--- src/rtl/uart_rx.sv ---
// uart_rx: 8N1 UART receiver driven by an external OVERSAMPLE x baud tick.
// Synchronizes rx, validates the start bit at mid-bit, shifts in 8 data bits
// LSB first and checks the stop bit. Good bytes pulse rx_done; a low stop bit
// pulses frame_err and holds the FSM in BREAK until the line returns high.
// Optional build macro: UART_RX_MAJORITY_EN (2-of-3 vote at each sample point).
module uart_rx #(
    parameter int OVERSAMPLE = 16
) (
    input  logic       clk,
    input  logic       reset,
    input  logic       tick,
    input  logic       rx,
    output logic [7:0] data,
    output logic       rx_done,
    output logic       frame_err,
    output logic       rx_busy
);

    localparam int CW = $clog2(OVERSAMPLE);
    localparam logic [CW-1:0] S_START = CW'(OVERSAMPLE / 2 - 1);
    localparam logic [CW-1:0] S_BIT   = CW'(OVERSAMPLE - 1);

    typedef enum logic [2:0] {
        IDLE,
        START,
        DATA,
        STOP,
        BRK
    } state_t;

    state_t        state;
    logic [CW-1:0] cnt;
    logic [2:0]    bit_index;
    logic [7:0]    shift_reg;
    logic [1:0]    sync_q;
    logic          rx_s;
    logic [CW-1:0] s_pt;
    logic          at_s;
    logic          sample;

    // Two-flop synchronizer for the asynchronous rx line, idles high.
    always_ff @(posedge clk) begin
        if (reset) sync_q <= 2'b11;
        else       sync_q <= {sync_q[0], rx};
    end

    assign rx_s = sync_q[1];

    // Sample point for the current state: mid-bit in START, end of count elsewhere.
    always_comb begin
        s_pt = (state == START) ? S_START : S_BIT;
        at_s = (cnt == s_pt);
    end

`ifdef UART_RX_MAJORITY_EN
    logic vote_a;
    logic vote_b;

    // Capture rx_s at S-2 and S-1 so the decision at S is a 2-of-3 vote.
    always_ff @(posedge clk) begin
        if (reset) begin
            vote_a <= 1'b1;
            vote_b <= 1'b1;
        end else if (tick) begin
            if (cnt == s_pt - CW'(2)) vote_a <= rx_s;
            if (cnt == s_pt - CW'(1)) vote_b <= rx_s;
        end
    end

    assign sample = (vote_a & vote_b) | (vote_a & rx_s) | (vote_b & rx_s);
`else
    assign sample = rx_s;
`endif

    // Receive FSM with registered status pulses; advances only on tick.
    always_ff @(posedge clk) begin
        if (reset) begin
            state     <= IDLE;
            cnt       <= '0;
            bit_index <= '0;
            shift_reg <= '0;
            data      <= '0;
            rx_done   <= 1'b0;
            frame_err <= 1'b0;
            rx_busy   <= 1'b0;
        end else begin
            // NOTE: non-blocking assignments let later branches override these
            // defaults within the same edge, giving clean one-clk pulses.
            rx_done   <= 1'b0;
            frame_err <= 1'b0;
            if (tick) begin
                case (state)
                    IDLE: begin
                        if (!rx_s) begin
                            cnt     <= '0;
                            state   <= START;
                            rx_busy <= 1'b1;
                        end
                    end
                    START: begin
                        if (at_s) begin
                            if (!sample) begin
                                state     <= DATA;
                                cnt       <= '0;
                                bit_index <= '0;
                            end else begin
                                // False start: glitch shorter than half a bit.
                                state   <= IDLE;
                                cnt     <= '0;
                                rx_busy <= 1'b0;
                            end
                        end else begin
                            cnt <= cnt + 1'b1;
                        end
                    end
                    DATA: begin
                        if (at_s) begin
                            shift_reg <= {sample, shift_reg[7:1]};
                            cnt       <= '0;
                            bit_index <= bit_index + 1'b1;
                            if (bit_index == 3'd7) state <= STOP;
                        end else begin
                            cnt <= cnt + 1'b1;
                        end
                    end
                    STOP: begin
                        if (at_s) begin
                            cnt <= '0;
                            if (sample) begin
                                data    <= shift_reg;
                                rx_done <= 1'b1;
                                state   <= IDLE;
                                rx_busy <= 1'b0;
                            end else begin
                                frame_err <= 1'b1;
                                state     <= BRK;
                            end
                        end else begin
                            cnt <= cnt + 1'b1;
                        end
                    end
                    BRK: begin
                        // Hold off until the line goes idle so a stuck-low
                        // line is not mistaken for a new start bit.
                        if (rx_s) begin
                            state   <= IDLE;
                            rx_busy <= 1'b0;
                        end
                    end
                    default: begin
                        state   <= IDLE;
                        rx_busy <= 1'b0;
                    end
                endcase
            end
        end
    end

endmodule

--- config.mk ---
export PLATFORM = sky130hd
export DESIGN_NAME = uart_rx
export DESIGN_NICKNAME = d
export VERILOG_FILES = /design/src/rtl/uart_rx.sv
export SDC_FILE = /design/constraint.sdc
export NUM_CORES = 1
export LEC_CHECK = 0
export CAP_MARGIN = 20
export CORE_MARGIN = 2
export CORE_UTILIZATION = 59
export DETAILED_ROUTE_END_ITERATION = 8
export HOLD_SLACK_MARGIN = 0.1
export PLACE_DENSITY = 0.83
export SYNTH_ARGS = -nofsm -noshare
export SYNTH_HDL_FRONTEND = slang
export SYNTH_SLANG_ARGS = --single-unit
--- constraint.sdc ---
create_clock -name clk -period 4.3 [get_ports clk]
set_input_delay 0.86 -clock clk [delete_from_list [all_inputs] [get_ports clk]]
set_output_delay 0.86 -clock clk [all_outputs]
set_load 0.03 [all_outputs]
==> results of run 1 <==
==> metrics by stage <==
step / hold slack, ns / instances / area [sq um] / total power [mW]
floorplan: 0.3895 / 145 / 1471 / 0.3127
global placement: 0.3928 / 180 / 1577 / 0.3179
detailed placement: 0.3923 / 180 / 1577 / 0.3184
CTS: 0.4134 / 187 / 1648 / 0.5298
global route: 0.4564 / 187 / 1648 / 0.5445
finish: 0.4148 / 187 / 1648 / 0.5268
==> cell usage after synthesis, types with 2 or more instances <==
library cell  instances  area share [%]
a21oi_1               4             1.4
a22oi_1               2             1.0
buf_4                 3             1.5
buf_6                 4             3.1
clkbuf_1              2            0.51
dfxtp_1              31              42
ha_1                  3             2.6
inv_1                 4             1.0
mux2i_1              16              11
nand2_1               4             1.0
nand2b_1              4             1.7
nand3_1               3             1.0
nand4_4               2             2.9
nor2_1               20             5.1
nor2b_1               3             1.3
nor3_1                5             1.7
nor3b_1               2             1.0
o21ai_0               5             1.7
o32ai_2               2             2.2
or2_2                 2            0.85
xnor2_1               2             1.2
==> power by group <==
part           internal (mW)  switching, mW
Clock                  0.120         0.0951
Sequential             0.289        0.00226
Combinational        0.00870         0.0124
==> final cells by class <==
cell class / count / area, sq um
multi-input cells: 100 / 755.7
inverters: 4 / 15.01
clock buffers: 6 / 41.29
well taps: 30 / 37.54
repair buffers: 15 / 147.6
clock inverters: 1 / 30.03
fillers: 180 / 762.0
flip-flops and latches: 31 / 620.6
==> kinds of logic (layout without fill, tap and decap cells) <==
logic type                 Yosys count  count (layout)
muxes                               17              17
DFF                                 31              31
buffers and inverters               14              26
AOI/OAI and AO/OA                   22              22
and+or+nand+nor                     56              56
adders and majority gates            3               3
xor gates and xnor gates             2               2
==> worst max-delay path: cells and delay by family <==
| kind | cells | cell delay [ns] |
|---|---|---|
| AOI/OAI and AO/OA | 1 | 0.20 |
| buffers and inverters | 1 | 0.59 |
| and+or+nand+nor | 3 | 0.83 |
==> path summary, 6_finish.rpt <==
check	from	end	slack, ns
setup / recovery	tick	bit_index[0]$_SDFFE_PP0P_	2.08
hold / removal	sync_q[0]$_SDFF_PP1_	sync_q[1]$_SDFF_PP1_	0.41
setup reg to reg	cnt[0]$_SDFFE_PP0P_	bit_index[0]$_SDFFE_PP0P_	2.63
hold reg to reg	sync_q[0]$_SDFF_PP1_	sync_q[1]$_SDFF_PP1_	0.41
==> metal layers <==
layer	share of wire, %	vias up
met5	0	-
met4	2.3	0
met3	3.8	6
met2	48	13
met1	46	485
li1	-	539
==> impl_metrics.yaml, run 1 <==
synth:
  netlist-cell-type-count: 43
  asyncSetResetFlopFracSynth_pct: 0
  synth_warnings: 0
  post_synth_xor_xnor_area_pct: 1.190
  syn-cell-area_sq_um: 1471
  post_synth.cell_area_avg_sq_um: 10.15
  netlist_instances: 145
  postSynthRegisterBits: 31
  synth_top_flop_cell: "dfxtp_1"
  fraction_of_the_mapped_netlist_area_in_compound_gates_pct: 12.07
  combinational_family_with_the_most_area_after_synthesis: "simple AND/OR/NAND/NOR gates"
  edff_count_synth: 0
  synthSimpleGateAreaFrac_pct: 23.72
  adder_cell_fraction_of_synth_area_pct: 2.551
  post_synth_mux_area_share_pct: 11.82
  synth_sequential_area_ratio_pct: 42.18
  synth.net_count: 152
critical_path:
  critical_path.max_fanout: 11
  critical_path.startpoint_type: "input port"
  cell_by_cell_listing_of_the_critical_path: "clkdlybuf4s50_1 -> and2b_1 -> nand4_4 -> nor2b_1 -> a211oi_2"
  critPathArrivalTime_ns: 2.48
  reg2regPathDepth: 5
  cp_peak_stage_delay_ns: 0.59
  cp.required_ns: 4.56
  critPathSlowestCell: "clkdlybuf4s50_1"
  path_class: "input port to flop"
  endpoint_type_of_the_worst_setup_path: "flop"
layout:
  layout-drive-gt1-share_pct: 14.01
  num_antenna_cells: 0
  layout_nets: 164
  mostFrequentLayoutCells: "dfxtp_1 (31), nor2_1 (20), mux2i_1 (16)"
  utilization_pct: 68.38
  final_common_cell: "dfxtp_1"
  syn_to_final_growth_pct: 11.99
global_routing:
  grt_pass1_wl_mm: 4.340
  global_route.usage.met1_pct: 25.91
  grt_max_degree: 22
  grt_overflow_total: 0
  grt_use_met2_pct: 33.33
  globalRouteTotalUtil_pct: 22.06
  first_global_vias: 948
  grt_most_used_layer: "met2"
  number_of_antenna_violations_at_the_first_check_in_global_routing: 0
  grt_util_met3_pct: 8.333
placement:
  dpl_worst_slack_ns: 1.751
  place.detailed.hpwl_mm: 1.777
  io_buffers: 14
  gp_congestion: 0.8661
routing:
  router_iterations_before_antenna_repair: 4
  post_drt_antenna_nets: 0
  drt_drc_violations_left: 0
  detail_route.vias_per_cell: 5.578
  totalWireLength_mm: 2.564
  via_count: 1043
  avgRoutedWirePerCell_um: 13.71
  dr.first_iter.drc_count: 22
floorplan:
  die_area_sq_um: 2910
  die-height_um: 53.94
  core-area_sq_um: 2410
  row_count: 18
  initial_utilization_pct: 61.06
  die_w_um: 53.94
  top_level_ports: 15
status:
  run_status: "finished, final reports clean"
timing:
  worst_slew_pin_slew_ns: 0.5074
  clock.fmax_ghz: 0.4505
  setup-violations-final: 0
  rsz0062_at_grt: "no"
  totalNegativeSetupSlack_ns: 0
  max_slew_margin_pct: 66.12
  timing.final.ws_setup_ns: 2.080
  slew_violations: 0
  period_needed_ns: 2.220
  timing.final.hold_violations: 0
  final.period_utilization_pct: 51.62
  clock_tree_skew_after_final_layout_ns: 0.01018
clock_tree:
  tritoncts_clock_tree: "yes"
  clock_insertion_delay_worst_skew_ns: 0.34
  cts-root-buf: "clkbuf_4"
  quantity_of_gates_resized_following_cts: 0
  clk_pin_slew_ns: 0.10
  cts-hold-fix-buffers: 0
  cts_sinks: 31
  cts_inserted_buffers: 5
  cts.path.max_buffers: 2
  postCtsSetupBuffers: 0
  cts.htree.levels: 2
min_path:
  hold_class: "flop to flop"
  min_path_cells: 1
power_and_ir_drop:
  worst_ir_drop_vdd_mv: 0.2791
  cellPowerDensity_nw_per_um2: 319.7
  power_leakage_nw: 0.6773
flow_run:
  cap_violations: 0
Note: power is estimated with default switching activity, not from simulation.
==> run 2, diff against run 1 <==
--- a/config.mk
+++ b/config.mk
@@ -7,10 +7,10 @@
 export LEC_CHECK = 0
 export CAP_MARGIN = 20
 export CORE_MARGIN = 2
-export CORE_UTILIZATION = 59
+export CORE_UTILIZATION = 55
 export DETAILED_ROUTE_END_ITERATION = 8
 export HOLD_SLACK_MARGIN = 0.1
-export PLACE_DENSITY = 0.83
+export PLACE_DENSITY = 0.79
 export SYNTH_ARGS = -nofsm -noshare
 export SYNTH_HDL_FRONTEND = slang
 export SYNTH_SLANG_ARGS = --single-unit
==> constraint.sdc (replaced) <==
create_clock -name clk -period 2.1 [get_ports clk]
set_input_delay 0.42 -clock clk [delete_from_list [all_inputs] [get_ports clk]]
set_output_delay 0.42 -clock clk [all_outputs]
set_load 0.03 [all_outputs]
==> run 2 against run 1 <==
  * Combinational power is 120% higher
  * Highest routed layer unchanged
  * Core utilization is 1.8 points lower
  * Largest power group unchanged
  * Hold slack better by 0.015 ns
  * Die area is 6.7% higher
==> impl_metrics.yaml, run 2 (synthesis gave the netlist of run 1 again) <==
global_routing:
  grt_overflow_total: 0
  grt_pass1_wl_mm: 4.671
  grt_max_degree: 23
  number_of_antenna_violations_at_the_first_check_in_global_routing: 0
  first_global_vias: 1034
  globalRouteTotalUtil_pct: 19.29
power_and_ir_drop:
  power.share.combinational_pct: 4.9
  worst_ir_drop_vdd_mv: 0.6789
  power.share.clock_pct: 33.5
  internal-power_uw: 742.6
  switching_power_total_uw: 224.4
  switching_share_pct: 23.21
  cellPowerDensity_nw_per_um2: 581.1
  seqPwrFrac_pct: 61.6
  power_leakage_nw: 0.6910
critical_path:
  cp.required_ns: 1.68
  critPathSlowestCell: "clkdlybuf4s50_1"
  cell_by_cell_listing_of_the_critical_path: "clkdlybuf4s50_1"
  crit_family: "buffers and inverters"
  setup.reg_to_reg.worst_slack_ns: 0.50
  critical_path.startpoint_type: "flop"
  reg2regPathDepth: 6
  endpoint_type_of_the_worst_setup_path: "primary output"
  cp_peak_stage_delay_ns: 0.68
  path_class: "flop to primary output"
  critPathArrivalTime_ns: 1.36
  timing.rr.start: "cnt[0]$_SDFFE_PP0P_"
  rr_endpoint: "shift_reg[7]$_SDFFE_PP0P_"
  critical_path.max_fanout: 2
  critical_path.n_buffers_inverters: 1
routing:
  dr.first_iter.drc_count: 27
  post_drt_antenna_nets: 0
  totalWireLength_mm: 2.656
  detail_route.vias_per_cell: 5.503
  via_count: 1062
  router_iterations_before_antenna_repair: 4
  drt_drc_violations_left: 0
  avgRoutedWirePerCell_um: 13.76
clock_tree:
  cts.htree.levels: 2
  cts-hold-fix-buffers: 0
  clk_pin_slew_ns: 0.09
  cts_sinks: 31
  postCtsSetupBuffers: 0
  clock_insertion_delay_worst_skew_ns: 0.33
  cts.path.max_buffers: 2
  tritoncts_clock_tree: "yes"
  cts_inserted_buffers: 5
  quantity_of_gates_resized_following_cts: 0
  cts-root-buf: "clkbuf_4"
floorplan:
  die_w_um: 55.73
  die_area_sq_um: 3105
  initial_utilization_pct: 58.86
  die-height_um: 55.73
  row_count: 18
  core-area_sq_um: 2500
  top_level_ports: 15
layout:
  layout-drive-gt1-share_pct: 16.56
  num_antenna_cells: 0
  syn_to_final_growth_pct: 13.10
  utilization_pct: 66.57
  mostFrequentLayoutCells: "dfxtp_1 (31), nor2_1 (20), mux2i_1 (16)"
  final_common_cell: "dfxtp_1"
  layout_nets: 169
  final_area_sq_um: 1664
min_path:
  min_delay_worst_endpoint: "sync_q[1]$_SDFF_PP1_"
  hold_class: "flop to flop"
  startpoint_of_the_lowest_slack_hold_path: "sync_q[0]$_SDFF_PP1_"
  min_path_cells: 1
placement:
  place.detailed.hpwl_mm: 1.911
  dpl_worst_slack_ns: 0.2430
  dpl_cell_area_sq_um: 1614
  gp_congestion: 0.8713
  io_buffers: 14
status:
  run_status: "finished, final reports clean"
timing:
  max_slew_margin_pct: 67.04
  final.period_utilization_pct: 84.70
  totalNegativeSetupSlack_ns: 0
  timing.final.ws_setup_ns: 0.3213
  timing.final.hold_violations: 0
  worst_slew_pin_slew_ns: 0.4937
  clock.fmax_ghz: 0.5622
  clock_tree_skew_after_final_layout_ns: 0.005389
  rsz0062_at_grt: "no"
  slew_violations: 0
  period_needed_ns: 1.779
  setup-violations-final: 0
flow_run:
  cap_violations: 0
[run 2: cell types whose count changed in the layout (fill, tap and decap cells not counted)]
cell / before / now
clkinv_2: 0 / 1
buf_4: 1 / 6
clkbuf_1: 1 / 2
bufinv_16: 1 / 0
[run 2: metal layers]
metal	vias up	global-route usage [%]	share of wire [%]
met4	0	9.059	1.9
met3	7	6.047	5.5
met1	496	24.05	45
met2	20	30.27	48
li1	539	-	-
met5	-	0	0
[run 2: cell type report]
cell class	instances	area (sq um)
Multi-Input combinational cell	100	755.7
Inverter	4	15.01
Clock buffer	7	45.04
Timing Repair Buffer	20	185.2
Tap cell	30	37.54
Fill cell	220	835.8
Sequential cell	31	620.6
Clock inverter	1	5.005
[run 2: how the worst max path moves through the flow]
stage                              start                        end  cells after the start
floorplan            cnt[0]$_SDFFE_PP0P_  bit_index[0]$_SDFFE_PP0P_                      6
global placement                    tick  shift_reg[6]$_SDFFE_PP0P_                      6
detailed placement                  tick  shift_reg[1]$_SDFFE_PP0P_                      6
CTS                 data[6]$_SDFFE_PP0P_                    data[6]                      1
global route        data[5]$_SDFFE_PP0P_                    data[5]                      1
finish              data[6]$_SDFFE_PP0P_                    data[6]                      1
[run 2: power groups by stage]
| stage | combinational [mW] | clock [mW] | sequential, mW |
|---|---|---|---|
| global route | 0.0521 | 0.362 | 0.596 |
| finish | 0.0473 | 0.324 | 0.596 |
| global placement | 0.0465 | 0 | 0.609 |
| floorplan | 0.0323 | 0 | 0.608 |
| CTS | 0.0474 | 0.338 | 0.596 |
| detailed placement | 0.0474 | 0 | 0.609 |
[run 2: through the flow]
step	std cells	total power [mW]	hold slack, ns
2_1_floorplan	145	0.6403	0.3895
3_3_place_gp	185	0.6559	0.3962
3_5_place_dp	185	0.6568	0.3936
4_1_cts	193	0.9814	0.4300
5_1_grt	193	1.011	0.4469
6_report	193	0.9670	0.4296
==> run 3, diff against run 2 <==
--- a/config.mk
+++ b/config.mk
@@ -7,10 +7,10 @@
 export LEC_CHECK = 0
 export CAP_MARGIN = 20
 export CORE_MARGIN = 2
-export CORE_UTILIZATION = 55
+export CORE_UTILIZATION = 50
 export DETAILED_ROUTE_END_ITERATION = 8
 export HOLD_SLACK_MARGIN = 0.1
-export PLACE_DENSITY = 0.79
+export PLACE_DENSITY = 0.75
 export SYNTH_ARGS = -nofsm -noshare
 export SYNTH_HDL_FRONTEND = slang
 export SYNTH_SLANG_ARGS = --single-unit
==> constraint.sdc (replaced) <==
create_clock -name clk -period 1.6 [get_ports clk]
set_input_delay 0.32 -clock clk [delete_from_list [all_inputs] [get_ports clk]]
set_output_delay 0.32 -clock clk [all_outputs]
set_load 0.03 [all_outputs]
==> run 3 against run 2 <==
  * Clock power increased by 63%
  * Via count increased by 2.1%
  * Total power increased by 43%
  * First-iteration DRC count fell by 15%
  * Combinational power is 51% higher
  * Register-to-register slack worse by 0.37 ns
  * Clock-buffer cell count is the same
  * Highest routed layer unchanged
  * Worst setup slack worse by 0.19 ns
  * Design area is 4.9% higher
  * Final cell count grew 3.6%
  * Hold slack worse by 0.0062 ns
==> impl_metrics.yaml, run 3 (synthesis gave the netlist of run 1 again) <==
power_and_ir_drop:
  power_leakage_nw: 0.7943
  cellPowerDensity_nw_per_um2: 790.2
  worst_ir_drop_vdd_mv: 1.018
flow_run:
  cap_violations: 0
routing:
  detail_route.vias_per_cell: 5.420
  met3_wire_len_um: 129
  dr.first_iter.drc_count: 23
  avgRoutedWirePerCell_um: 12.73
  post_drt_antenna_nets: 0
  met2RoutedLength_mm: 1.227
  via_count: 1084
  router_iterations_before_antenna_repair: 4
  totalWireLength_mm: 2.545
  drt_drc_violations_left: 0
  top_layer: "met4"
  detail_route.wirelength.met1_mm: 1.143
timing:
  fin_worst_hold_slack_ns: 0.4234
  setup-violations-final: 0
  period_needed_ns: 1.469
  timing.final.hold_violations: 0
  slew_violations: 0
  final.period_utilization_pct: 91.83
  clock_tree_skew_after_final_layout_ns: 0.01092
  worst_slew_pin_slew_ns: 0.3962
  max_slew_margin_pct: 73.55
  clock.fmax_ghz: 0.6806
  rsz0062_at_grt: "no"
layout:
  mostFrequentLayoutCells: "dfxtp_1 (30), nor2_1 (20), mux2i_1 (16)"
  utilization_pct: 62.75
  final_common_cell: "dfxtp_1"
  layout-drive-gt1-share_pct: 21.30
  final.fill_count: 242
  syn_to_final_growth_pct: 18.62
  num_antenna_cells: 0
  layout_nets: 175
clock_tree:
  cts-hold-fix-buffers: 0
  cts.path.max_buffers: 2
  cts-root-buf: "clkbuf_4"
  postCtsSetupBuffers: 0
  cts_sinks: 31
  cts_inserted_buffers: 5
  clk_pin_slew_ns: 0.09
  cts.htree.levels: 2
  clock_insertion_delay_worst_skew_ns: 0.33
  tritoncts_clock_tree: "yes"
placement:
  io_buffers: 14
  place.detailed.hpwl_mm: 1.855
  gp_congestion: 0.8709
global_routing:
  globalRouteTotalUtil_pct: 17.47
  first_global_vias: 1016
  number_of_antenna_violations_at_the_first_check_in_global_routing: 0
  grt_overflow_total: 0
  grt_pass1_wl_mm: 4.429
  grt_max_degree: 35
floorplan:
  row_count: 19
  top_level_ports: 15
  die_w_um: 58.25
  initial_utilization_pct: 52.90
  die_area_sq_um: 3392
  die-height_um: 58.25
  core-area_sq_um: 2781
critical_path:
  critPathArrivalTime_ns: 1.69
  critical_path.max_fanout: 9
  endpoint_type_of_the_worst_setup_path: "flop"
  cp.required_ns: 1.82
  critical_path.startpoint_type: "flop"
  path_class: "flop to flop"
status:
  run_status: "finished, final reports clean"
min_path:
  hold_class: "flop to flop"
## run 3: cell count changes in the layout (fill, tap and decap cells not counted), moves of 2 or more
cell	change
buf_12	+2
clkdlybuf4s50_1	-11
dlygate4sd2_1	+11
clkbuf_8	+2
buf_4	+4
clkbuf_1	-2
## run 3: timing repair
| action | CTS | global route |
|---|---|---|
| gates resized for setup | 11 | 1 |
| setup endpoints to repair | 11 | 1 |
| pin swaps | 0 | 0 |
## run 3: area by class of cell
cell class | instances | area (sq um) | share of cell area [%]
multi-input combinational | 100 | 755.7 | 43.30
sequential | 31 | 621.8 | 35.63
timing repair buffer | 26 | 241.5 | 13.84
clock buffer | 7 | 65.06 | 3.728
tap | 31 | 38.79 | 2.222
inverter | 4 | 15.01 | 0.8602
clock inverter | 1 | 7.507 | 0.4301
## run 3: worst paths after layout
path              cells after the start            startpoint                         to  slack [ns]
setup / recovery                      6   cnt[0]$_SDFFE_PP0P_  shift_reg[5]$_SDFFE_PP0P_        0.13
hold / removal                        1  sync_q[0]$_SDFF_PP1_       sync_q[1]$_SDFF_PP1_        0.42
setup reg to reg                      6   cnt[0]$_SDFFE_PP0P_  shift_reg[5]$_SDFFE_PP0P_        0.13
hold reg to reg                       1  sync_q[0]$_SDFF_PP1_       sync_q[1]$_SDFF_PP1_        0.42
## run 3: through the flow
step	std cells	setup WS, ns	power (mW)	instance area [sq um]	TNS, ns
final	200	0.1307	1.379	1745	0
after CTS	200	0.1153	1.405	1744	0
after floorplan	145	0.1368	0.8404	1471	0
after global routing	200	0.01631	1.439	1745	0
after global placement	192	-0.07890	0.8706	1685	-1.202
after detailed placement	192	-0.1093	0.8714	1685	-1.598
## run 3: power breakdown
part	internal, mW	switching [mW]	total, mW
Combinational	0.0349	0.0364	0.0713
Clock	0.257	0.270	0.527
Sequential	0.776	0.00541	0.781
## run 3: routing by layer
layer  track usage [%]  vias up
li1                  -      554
met3             6.920        5
met4             7.641        0
met5                 0        -
met1             21.45      504
met2             27.11       21
## run 3: critical path: stages, from the launching register on
cell and delay, ns:
dfxtp_1 0.39, ha_1 0.20, and3_4 0.25, nand4_4 0.14, buf_12 0.17, mux2i_1 0.16
nor2_1 0.06
